[config.mk]
export PLATFORM = sky130hd
export DESIGN_NAME = fsm_rd_prog
export DESIGN_NICKNAME = d
export VERILOG_FILES = /design/src/rtl/fsm_rd_prog.sv
export SDC_FILE = /design/constraint.sdc
export NUM_CORES = 1
export LEC_CHECK = 0
export ABC_AREA = 0
export BUFFER_PORTS_ARGS = -buffer_cell sky130_fd_sc_hd__buf_4
export CORE_MARGIN = 2
export CORE_UTILIZATION = 63
export CTS_CLUSTER_SIZE = 16
export DETAILED_ROUTE_END_ITERATION = 10
export HOLD_SLACK_MARGIN = 0.12
export PLACE_DENSITY_LB_ADDON = 0.2
export SLEW_MARGIN = 20
export SYNTH_ARGS = -nofsm -noshare
export SYNTH_HDL_FRONTEND = slang
export SYNTH_SLANG_ARGS = --single-unit
[constraint.sdc]
create_clock -name CLK -period 4.9 [get_ports CLK]
set_clock_uncertainty 0.05 [all_clocks]
set_input_delay 0.735 -clock CLK [delete_from_list [all_inputs] [get_ports CLK]]
set_output_delay 0.735 -clock CLK [all_outputs]
set_load 0.02 [all_outputs]
[src/rtl/fsm_rd_prog.sv]
// Programmable table-driven Moore FSM: next-state and output tables are written while halted.
// Optional build macro FSM_RD_PARITY_EN adds per-entry even parity with a sticky fault.
module fsm_rd_prog #(
    parameter int IN_W     = 2,
    parameter int ST_W     = 2,
    parameter int OUT_W    = 8,
    parameter int RESET_ST = 0
) (
    input  logic                 CLK,
    input  logic                 RST,
    input  logic [IN_W-1:0]      ptext,
    input  logic                 run,
    input  logic                 cfg_we,
    input  logic                 cfg_sel,
    input  logic [ST_W+IN_W-1:0] cfg_addr,
    input  logic [OUT_W-1:0]     cfg_wdata,
    output logic [OUT_W-1:0]     rtext,
    output logic [ST_W-1:0]      st,
    output logic                 trans,
    output logic                 cfg_rej,
    output logic                 err
);

    localparam int AW = ST_W + IN_W;
    localparam int NS = 1 << ST_W;
    localparam int NA = 1 << AW;
    localparam logic [ST_W-1:0] RST_ST = ST_W'(RESET_ST);

    logic [ST_W-1:0]  state;
    logic [ST_W-1:0]  nxt_tbl [NA];
    logic [OUT_W-1:0] out_tbl [NS];

    logic [AW-1:0]    rd_idx;
    logic [ST_W-1:0]  nxt_st;
    logic [ST_W-1:0]  out_idx;
    logic             go;
    logic             fault;

    assign rd_idx  = {state, ptext};
    assign nxt_st  = nxt_tbl[rd_idx];
    assign out_idx = cfg_addr[ST_W-1:0];
    assign rtext   = out_tbl[state];
    assign st      = state;

`ifdef FSM_RD_PARITY_EN
    logic nxt_par [NA];
    logic out_par [NS];
    logic err_q;

    function automatic logic even_par(input logic [OUT_W-1:0] d);
        return ^d;
    endfunction

    assign fault = (even_par(OUT_W'(nxt_st)) ^ nxt_par[rd_idx])
                 | (even_par(out_tbl[state]) ^ out_par[state]);
    // A latched fault freezes the machine exactly as if run were low.
    assign go    = run & ~err_q;
    assign err   = err_q;

    always_ff @(posedge CLK or posedge RST) begin
        if (RST) begin
            err_q <= 1'b0;
            for (int i = 0; i < NA; i++) nxt_par[i] <= 1'b0;
            for (int i = 0; i < NS; i++) out_par[i] <= 1'b0;
        end else begin
            if (cfg_we && !go) begin
                if (cfg_sel) out_par[out_idx] <= even_par(cfg_wdata);
                else         nxt_par[cfg_addr] <= even_par(OUT_W'(cfg_wdata[ST_W-1:0]));
            end
            if (go && fault) err_q <= 1'b1;
        end
    end
`else
    assign fault = 1'b0;
    assign go    = run;
    assign err   = 1'b0;
`endif

    always_ff @(posedge CLK or posedge RST) begin
        if (RST) begin
            state   <= RST_ST;
            trans   <= 1'b0;
            cfg_rej <= 1'b0;
            for (int i = 0; i < NA; i++) nxt_tbl[i] <= '0;
            for (int i = 0; i < NS; i++) out_tbl[i] <= '0;
        end else begin
            cfg_rej <= cfg_we & go;
            trans   <= 1'b0;
            // Writes and advances are mutually exclusive, so the lookup never sees a same-edge write.
            if (cfg_we && !go) begin
                if (cfg_sel) out_tbl[out_idx]  <= cfg_wdata;
                else         nxt_tbl[cfg_addr] <= cfg_wdata[ST_W-1:0];
            end
            if (go) begin
                if (fault) begin
                    state <= RST_ST;
                    trans <= (state != RST_ST);
                end else begin
                    state <= nxt_st;
                    trans <= (nxt_st != state);
                end
            end
        end
    end

endmodule

==> flow_metrics.py <==
metrics = {
    "yosys": {
        "yosys_warnings": 0,
        "synthesis.nets": 247,
        "synth_area_per_cell_um2": 14.39,
        "async_flop_share_pct": 100.0,
        "syn_area_um2": 3282,
        "ys_types": 39,
        "synth_most_common_cell": "dfrtp_1",
        "synth.largest_area_cell": "dfrtp_1",
        "synthTopCellsByCount": "68 x dfrtp_1, 64 x mux2_2, 13 x nand2_1",
        "ys.flop_type": "dfrtp_1",
        "yosysSeqAreaShare_pct": 51.85,
        "synth_top_area_share_pct": 51.85,
        "syn_inst": 228,
        "synth_seq_cells": 68,
        "synth_enable_flop_cells": 0,
        "synthTopCellsByArea": "dfrtp_1 52%, mux2_2 22%, mux4_2 6.9%",
    },
    "floorplan": {
        "die_area_um2": 5803,
        "die_w_um": 76.18,
        "io_pins": 32,
        "start_util_pct": 64.67,
        "rows": 26,
        "fp.dieH_um": 76.18,
        "core_um2": 5075,
    },
    "clocking": {
        "cts-resized-gates": 0,
        "postCtsSetupRepairBufs": 0,
        "postCtsHoldBufs": 0,
        "cts_tree": "built",
        "cts_num_sinks": 68,
        "h-tree-depth": 3,
        "clk_latency_ns": 0.34,
        "clk_path_buf_depth": 2,
        "numCtsBuffers": 9,
        "cts_root_buf": "clkbuf_8",
        "path_clk_slew_ns": 0.08,
    },
    "layout": {
        "area_growth_syn_to_layout_pct": 13.27,
        "fin_nets": 274,
        "antennaDiodeCount": 0,
        "finalInstanceArea_um2": 3717,
        "drive_above_1_share_pct": 50.00,
    },
    "pwr": {
        "pwr_density_cell_nw_per_um2": 449.4,
        "ir_drop_uv": 318.8,
        "p_leak_nw": 1.679,
    },
    "timing": {
        "period_share_pct": 58.02,
        "setup_viol": 0,
        "min_period_ns": 2.843,
        "rsz0062_at_grt": "false",
        "worst_slack_ns": 2.057,
        "setup_tns_ns": 0,
        "slew-limit-headroom_pct": 39.79,
        "max_freq_mhz": 351.7,
        "max_slew.worst_pin.slew_ns": 0.9032,
        "drv_slew": 0,
        "hold_violations": 0,
    },
    "placement": {
        "placed_cell_area_um2": 3516,
        "gp_congestion": 0.8292,
        "numPortBuffers": 30,
        "place_ws_ns": 2.364,
        "post-dp-hpwl_um": 4021,
    },
    "critical_path": {
        "arrival_ns": 2.06,
        "reg2reg_slack_ns": 2.88,
        "worstPathMaxFanout": 18,
        "start_kind": "register",
        "required_ns": 4.12,
        "crit_path_end_kind": "output pin",
        "critPathKind": "register to output pin",
    },
    "min_path": {
        "worst_hold_path_type": "register to register",
    },
    "detailed_routing": {
        "wirelength_um": 5971,
        "wl_per_cell_um": 18.09,
        "dr.pass1.iters": 4,
        "antenna_left": 0,
        "drc": 0,
        "vias_per_cell": 5.912,
        "dr_total_vias": 1951,
        "drtIter0Drc": 178,
    },
    "global_route": {
        "grt_max_degree": 69,
        "antenna_found_initial": 0,
        "grt_pass1_wl_um": 10050,
        "grt_pass1_vias": 1894,
        "grt_overflow": 0,
        "grt_usage_pct": 22.55,
    },
    "run_status": {
        "status": "complete, no violations",
    },
    "job": {
        "maxCapViolations": 0,
    },
}
## metal layers
| layer | track usage [%] | vias to the layer above | wire (um) | share of wire, % |
|---|---|---|---|---|
| met5 | 0 | - | 0 | 0 |
| met4 | 5.455 | 0 | 46 | 0.77 |
| met3 | 5.806 | 5 | 220 | 3.7 |
| met2 | 33.48 | 37 | 2861 | 48 |
| met1 | 33.97 | 1019 | 2843 | 48 |
| li1 | - | 890 | - | - |
## state kept, by name, indices dropped and copies added (netlist names)
signal / count
out_tbl: 32
cfg_rej: 1
trans: 1
st: 2
nxt_tbl: 32
## metrics by stage
| step | instances | util [%] | power, mW | hold WS [ns] |
|---|---|---|---|---|
| 6_report | 330 | 73.25 | 1.671 | 0.4499 |
| 3_3_place_gp | 314 | 69.28 | 1.218 | 0.4316 |
| 2_1_floorplan | 228 | - | 1.083 | 0.4203 |
| 5_1_grt | 330 | 73.25 | 1.758 | 0.4636 |
| 4_1_cts | 330 | 73.25 | 1.689 | 0.4533 |
| 3_5_place_dp | 314 | 69.28 | 1.233 | 0.4359 |
## path summary, 6_finish.rpt
path	start	to	depth (start not counted)
min in group asynchronous	RST	out_tbl[31]	3
max	st[0]	rtext[0]	2
min	nxt_tbl[13]	nxt_tbl[13]	1
max reg2reg	st[0]	st[0]	3
min reg2reg	nxt_tbl[13]	nxt_tbl[13]	1
max in group asynchronous	RST	out_tbl[14]	3
## cell usage in the layout, fill, tap and decap left out, types with 3 or more instances in the layout
master      netlist  routed
dfrtp_1          68      68
mux2_2           64      64
buf_4             1      31
nand2_1          13      13
mux2i_1          11      11
mux4_2           10      10
clkbuf_8          0       9
nor2b_1           6       6
nor2_1            5       5
mux4_1            4       4
clkinvlp_4        0       4
nand2b_1          3       3
nand3_1           3       3
## power by group
group / leakage [nW] / switching, mW / internal [mW]
logic: 0.724 / 0.182 / 0.265
clock network: 0.0877 / 0.218 / 0.236
registers: 0.868 / 0.102 / 0.668
## worst max-delay path, cell delays in order, from the launching register on
cell,delay (ns)
dfrtp_1,0.93
mux4_2,0.61
buf_4,0.17
## cells by family after synthesis
| family | count (synthesis) | synth area share [%] |
|---|---|---|
| other | 1 | 0.1143 |
| multiplexers | 89 | 35.38 |
| buffers and inverters | 16 | 2.745 |
| flip-flops | 68 | 51.85 |
| AO/OA/AOI/OAI | 9 | 2.135 |
| AND/OR/NAND/NOR | 45 | 7.779 |
## layout make-up
cell class,count,area (um2)
timing repair buffer,31,232.7
clock inverter,7,77.57
inverter,1,3.754
fill,354,1358
clock buffer,9,123.9
sequential,68,1702
tap,70,87.58
multi-input combinational,144,1490
Note: power is estimated with default switching activity, not from simulation.
